`config.mk`:
```
export PLATFORM = sky130hd
export DESIGN_NAME = seq_pingpong_buffer
export DESIGN_NICKNAME = d
export VERILOG_FILES = /design/src/rtl/design_variables.sv /design/src/rtl/seq_bank.sv /design/src/rtl/seq_pingpong_buffer.sv
export SDC_FILE = /design/constraint.sdc
export NUM_CORES = 1
export LEC_CHECK = 0
export CAP_MARGIN = 20
export CELL_PAD_IN_SITES_DETAIL_PLACEMENT = 1
export CELL_PAD_IN_SITES_GLOBAL_PLACEMENT = 1
export CORE_MARGIN = 4
export CORE_UTILIZATION = 48
export CTS_CLUSTER_SIZE = 30
export DETAILED_ROUTE_END_ITERATION = 7
export DONT_BUFFER_PORTS = 1
export GPL_ROUTABILITY_DRIVEN = 0
export MAX_ROUTING_LAYER = met4
export PLACE_DENSITY_LB_ADDON = 0.1
export SETUP_SLACK_MARGIN = 0.2
export SLEW_MARGIN = 20
export SYNTH_ARGS = -nofsm -noshare
export SYNTH_HDL_FRONTEND = slang
export SYNTH_SLANG_ARGS = --single-unit
```
`constraint.sdc`:
```
create_clock -name clk -period 2.35 [get_ports clk]
set_clock_uncertainty 0.05 [all_clocks]
set_input_delay 0.47 -clock clk [delete_from_list [all_inputs] [get_ports clk]]
set_output_delay 0.47 -clock clk [all_outputs]
set_load 0.02 [all_outputs]
```
`src/rtl/design_variables.sv`:
```
// Shared sequence geometry for the buffer, matrix_calculation and traceback.
package design_variables;

    localparam int LETTER_WIDTH     = 2;
    localparam int SEQ_LENGTH       = 32;
    localparam int LETTERS_PER_BEAT = 4;
    localparam int INPUT_WIDTH      = LETTERS_PER_BEAT * LETTER_WIDTH;

    typedef logic [SEQ_LENGTH-1:0][LETTER_WIDTH-1:0] seq_t;

    // Counter/pointer width that stays at least one bit for a single-entry range.
    function automatic int cnt_w(input int n);
        return (n > 1) ? $clog2(n) : 1;
    endfunction

endpackage

```
`src/rtl/seq_bank.sv`:
```
// One query/database pair store, written one beat at a time; no reset on the data.
// Write lands on the edge wr_en_i is sampled high; no backpressure of its own.
module seq_bank #(
    parameter int LETTER_WIDTH     = 2,
    parameter int SEQ_LENGTH       = 32,
    parameter int LETTERS_PER_BEAT = 4,
    parameter int BEATS_PER_SEQ    = 8,
    parameter int BEAT_CNT_W       = 3
) (
    input  logic                                      clk,
    input  logic                                      wr_en_i,
    input  logic [BEAT_CNT_W-1:0]                     beat_idx_i,
    input  logic [LETTERS_PER_BEAT*LETTER_WIDTH-1:0]  query_i,
    input  logic [LETTERS_PER_BEAT*LETTER_WIDTH-1:0]  database_i,
    output logic [SEQ_LENGTH-1:0][LETTER_WIDTH-1:0]   query_seq_o,
    output logic [SEQ_LENGTH-1:0][LETTER_WIDTH-1:0]   database_seq_o
);

    localparam int IW = LETTERS_PER_BEAT * LETTER_WIDTH;

    // Beat-major layout is bit-identical to the letter-major output view.
    logic [BEATS_PER_SEQ-1:0][IW-1:0] query_q;
    logic [BEATS_PER_SEQ-1:0][IW-1:0] database_q;

    always_ff @(posedge clk) begin
        if (wr_en_i) begin
            query_q[beat_idx_i]    <= query_i;
            database_q[beat_idx_i] <= database_i;
        end
    end

    assign query_seq_o    = query_q;
    assign database_seq_o = database_q;

endmodule

```
`src/rtl/seq_pingpong_buffer.sv`:
```
// NUM_BANKS-deep ring of sequence pairs so the next pair loads while the current one is consumed.
// Pair visible the cycle after its last beat; in_ready drops only when every bank is full.
module seq_pingpong_buffer
    import design_variables::*;
#(
    parameter int LETTER_WIDTH     = design_variables::LETTER_WIDTH,
    parameter int SEQ_LENGTH       = design_variables::SEQ_LENGTH,
    parameter int LETTERS_PER_BEAT = design_variables::LETTERS_PER_BEAT,
    parameter int NUM_BANKS        = 2
) (
    input  logic                                      clk,
    input  logic                                      rst,
    input  logic                                      flush,
    input  logic                                      in_valid,
    output logic                                      in_ready,
    input  logic [LETTERS_PER_BEAT*LETTER_WIDTH-1:0]  query_in,
    input  logic [LETTERS_PER_BEAT*LETTER_WIDTH-1:0]  database_in,
    output logic                                      out_valid,
    output logic [SEQ_LENGTH*LETTER_WIDTH-1:0]        query_seq_out,
    output logic [SEQ_LENGTH*LETTER_WIDTH-1:0]        database_seq_out,
    input  logic                                      consume_done,
    output logic [$clog2(NUM_BANKS+1)-1:0]            occupancy,
    output logic                                      underflow_err
);

    localparam int BEATS_PER_SEQ = SEQ_LENGTH / LETTERS_PER_BEAT;
    localparam int BEAT_CNT_W    = cnt_w(BEATS_PER_SEQ);
    localparam int BANK_W        = cnt_w(NUM_BANKS);
    localparam int OCC_W         = $clog2(NUM_BANKS + 1);
    localparam int SEQ_W         = SEQ_LENGTH * LETTER_WIDTH;

    localparam logic [BEAT_CNT_W-1:0] LAST_BEAT = BEAT_CNT_W'(BEATS_PER_SEQ - 1);
    localparam logic [BANK_W-1:0]     LAST_BANK = BANK_W'(NUM_BANKS - 1);
    localparam logic [OCC_W-1:0]      FULL_OCC  = OCC_W'(NUM_BANKS);

    logic [BANK_W-1:0]     wr_ptr_q, wr_ptr_d;
    logic [BANK_W-1:0]     rd_ptr_q, rd_ptr_d;
    logic [BEAT_CNT_W-1:0] beat_cnt_q, beat_cnt_d;
    logic [OCC_W-1:0]      occ_q, occ_d;
    logic                  underflow_q, underflow_d;

    logic accept, last_beat, consume;
    logic [SEQ_W-1:0] bank_query    [NUM_BANKS];
    logic [SEQ_W-1:0] bank_database [NUM_BANKS];

    assign in_ready      = (occ_q != FULL_OCC);
    assign out_valid     = (occ_q != '0);
    assign occupancy     = occ_q;
    assign underflow_err = underflow_q;

    assign accept    = in_valid && in_ready;
    assign last_beat = accept && (beat_cnt_q == LAST_BEAT);
    assign consume   = consume_done && out_valid;

    always_comb begin
        wr_ptr_d    = wr_ptr_q;
        rd_ptr_d    = rd_ptr_q;
        beat_cnt_d  = beat_cnt_q;
        occ_d       = occ_q;
        underflow_d = underflow_q;
        if (flush) begin
            // Drops any beat or consume in the same cycle; the error flag survives.
            wr_ptr_d   = '0;
            rd_ptr_d   = '0;
            beat_cnt_d = '0;
            occ_d      = '0;
        end else begin
            if (accept) begin
                beat_cnt_d = last_beat ? '0 : beat_cnt_q + 1'b1;
            end
            if (last_beat) begin
                wr_ptr_d = (wr_ptr_q == LAST_BANK) ? '0 : wr_ptr_q + 1'b1;
            end
            if (consume) begin
                rd_ptr_d = (rd_ptr_q == LAST_BANK) ? '0 : rd_ptr_q + 1'b1;
            end
            if (last_beat && !consume) begin
                occ_d = occ_q + 1'b1;
            end else if (consume && !last_beat) begin
                occ_d = occ_q - 1'b1;
            end
            if (consume_done && !out_valid) begin
                underflow_d = 1'b1;
            end
        end
    end

    always_ff @(posedge clk) begin
        if (rst) begin
            wr_ptr_q    <= '0;
            rd_ptr_q    <= '0;
            beat_cnt_q  <= '0;
            occ_q       <= '0;
            underflow_q <= 1'b0;
        end else begin
            wr_ptr_q    <= wr_ptr_d;
            rd_ptr_q    <= rd_ptr_d;
            beat_cnt_q  <= beat_cnt_d;
            occ_q       <= occ_d;
            underflow_q <= underflow_d;
        end
    end

    for (genvar i = 0; i < NUM_BANKS; i++) begin : g_bank
        seq_bank #(
            .LETTER_WIDTH    (LETTER_WIDTH),
            .SEQ_LENGTH      (SEQ_LENGTH),
            .LETTERS_PER_BEAT(LETTERS_PER_BEAT),
            .BEATS_PER_SEQ   (BEATS_PER_SEQ),
            .BEAT_CNT_W      (BEAT_CNT_W)
        ) u_bank (
            .clk           (clk),
            .wr_en_i       (accept && !flush && !rst && (wr_ptr_q == BANK_W'(i))),
            .beat_idx_i    (beat_cnt_q),
            .query_i       (query_in),
            .database_i    (database_in),
            .query_seq_o   (bank_query[i]),
            .database_seq_o(bank_database[i])
        );
    end

    // Bank contents are never reset, so the mask is what keeps stale data invisible.
    assign query_seq_out    = out_valid ? bank_query[rd_ptr_q]    : '0;
    assign database_seq_out = out_valid ? bank_database[rd_ptr_q] : '0;

endmodule

```
==> results <==
per-layer routing:
metal / up-vias / GRT usage [%] / routed length (um)
met3: 34 / 3.110 / 1698
li1: 2448 / - / -
met4: 0 / 3.988 / 442
met5: - / - / 0
met2: 235 / 36.21 / 14770
met1: 2998 / 29.79 / 12290
area by class of cell:
cell class / count / area (um^2) / area share (%)
Antenna cell: 1 / 2.502 / 0.01809
Clock buffer: 27 / 675.6 / 4.883
Clock inverter: 23 / 269.0 / 1.944
Inverter: 4 / 18.77 / 0.1356
Multi-Input combinational cell: 314 / 3433 / 24.81
Sequential cell: 264 / 7854 / 56.76
Tap cell: 270 / 337.8 / 2.442
Timing Repair Buffer: 86 / 1245 / 8.998
sequential cells by signal, indices dropped and copies added, names as in the netlist:
register,count
beat_cnt_q,3
g_bank.u_bank.database_seq_o,128
g_bank.u_bank.query_seq_o,128
occupancy,2
rd_ptr_q,1
underflow_err,1
wr_ptr_q,1
worst paths after layout:
path,endpoint,from,slack (ps)
worst max-delay path,query_seq_out[59],rd_ptr_q,80
worst min-delay path,underflow_err,consume_done,70
worst max register to register,occupancy[1],occupancy[0],230
worst min register to register,wr_ptr_q,wr_ptr_q,530
cell families after synthesis:
group           share of synthesized area (%)
mux                                     12.76
xor+xnor                               0.2596
buf+inv                                 1.669
simple gates                            6.910
fa+ha+maj                              0.3709
flops                                   77.53
compound gates                         0.5068
synthesized netlist by cell type (all sizes together):
cell type,instances
a21oi,4
a31oi,1
and3,1
buf,24
clkbuf,7
dfxtp,8
edfxtp,256
ha,3
inv,4
mux2i,129
nand2,3
nand2b,2
nand4,3
nand4b,2
nor2,146
nor2b,3
nor3,4
o21ai,5
or2,1
or3,2
or4,2
xor2,3
cells in the final DEF, fill, tap and decap left out, types with 4 or more instances in the layout:
cell type      netlist  final
bufinv_16            0      6
edfxtp_1           256    256
buf_12               0     11
clkinv_2             0     13
mux2i_1            129     38
mux2i_2              0     52
mux2i_4              0     39
clkbuf_16            0     36
o21ai_0              5      5
buf_4                1     30
nor2_2               0     81
a21oi_1              4      4
buf_6                1      5
nor2_1             146      9
dlygate4sd3_1        0     17
dfxtp_1              8      5
nor2_4               0     56
buf_16               0     11
power groups by stage:
stage,Sequential (mW),Clock (mW),Combinational [mW]
4_1_cts,5.18,4.55,0.142
5_1_grt,5.18,4.86,0.159
3_3_place_gp,5.28,0,0.0323
3_5_place_dp,5.28,0,0.0350
6_report,5.18,4.55,0.149
2_1_floorplan,5.28,0,0.0236
timing repair:
item,4_1_cts,5_1_grt
cloned,6,11
endpoints found under the hold margin,257,0
buffers inserted,14,4
resized for setup,176,168
hold buffers,17,0
pin swaps,9,3
endpoints found under the setup margin,129,131
metrics by stage:
| step | cell area [um^2] | util (%) |
|---|---|---|
| floorplan | 10150 | - |
| global placement | 10740 | 52.40 |
| detailed placement | 10740 | 52.40 |
| CTS | 12780 | 62.38 |
| global route | 13830 | 67.50 |
| finish | 13840 | 67.51 |
==> results.md <==
* Status: finished clean
* Mapped Cells at around 610
* Slew HR at 41.10%
* Share of layout cells above drive strength 1 at 49.58%
* Power Density at 713.8 nW/um^2
* Worst-skew pair later-pin latency at 520 ps
* Avg Cell Area, Syn at 16.51 um^2
* Switch Pwr at 1.909 mW
* Routed Antenna Nets at 0
* CTS max path bufs at 3
* Synth-to-Final Area Change at 36.69%
* Grt total ovfl at 0
* Count of state elements after synthesis at around 260
* 1st-iter DRT viols at about 500
* DR DRC count at 0
* Total Power at 9.876 mW
* Slew Limit Fails at 0
* CTS H-tree depth at 1
* Clk slew on worst S/H paths at 60 ps
* Post-DR vias/cell at 5.779
* Post-synth top area cell: edfxtp_1
* Initial core utilization at 49.39%
* Nets at 721
* Final wirelength at 29200 um
* Pint at 7.967 mW
* Die Footprint at 23470 um^2
* WHS Path Cells at 2
* Yosys top cell area share at 75.95%
* Layout fillers at about 1700
* Critical path class: flip-flop to output pin
* Die X at 153.2 um
* Syn Std Cell Area at between 10000 and 15000 um^2
* Leading post-synthesis cells by cell area: edfxtp_1 76%, mux2i_1 13%, nor2_1 5.4%
* Sink Count at 264
* Inserted Clock Buffers at 27
* Critical-path top delay cell: dfxtp_4
* Warnings, synthesis at 0
* Highest Clock Rate at ~0.44 GHz
* GRT Total Usage at a little over a fifth
* DR WL/cell at 29.53 um
* I/O pins at 154
* Final setup fails at 0
* Hold slack at 70.74 ps
* Net Count, Synth at approximately 640
* Sequential element share of the synthesized area at 77.53%
* Final worst-path cycle share at around 97%
* Vias in the first global route at 5776
* Worst path arrival time at 1750 ps
* Crit. End Element: output pin
* Stages on the worst setup path at 3
* Switching share of power at roughly a fifth
* I/O Buffers at 0
* Final Non-Filler Cells at 989
* Row cnt at 52
* Clock power share at 46.0%
* CP Max Fanout at 13
* Placed cells at 886
* Hold/Removal Path Class: input port to flip-flop
* CP delay by family, top: flip-flops
* RSZ-0062 raised after global routing: yes
* Fin Setup TNS at 0 ps
* Largest net degree at the start of global routing at 34
* Slew of the pin with the lowest slew margin at 880.6 ps
* Final Critical Period at 2273 ps
* Crit path largest cell delay at 430 ps
* Worst-path cell chain: buf_4 -> mux2i_1 -> nor2_2
* CTS tree: yes
* Max Cap Violations at 0
* Clock root buffer: clkbuf_16
* Vias at 5715
* DRT Pass-1 Iters at 5
* Core area at a little over 20000 um^2
* Combinational power share at 1.5%
* PnR worst setup slack at ~77 ps
* Pre-CTS setup slack at ~310 ps
* CP bufs+invs at 1
* CP required at around 1800 ps
* Antenna violations before repair at 1
* Post-DP HPWL at 14320 um
* Final Hold Viols at 0
* Synth cell types at 29
* Leakage at 4.235 nW
* Sequential Power Share at between 50% and 60%
* CP startpoint kind: flip-flop
* First-pass GRT wire length at roughly 38000 um
* VDD IR max at ~430 uV
* Die Height at approximately 150 um
* Reg2Reg Depth at 7
Note: power is estimated with default switching activity, not from simulation.
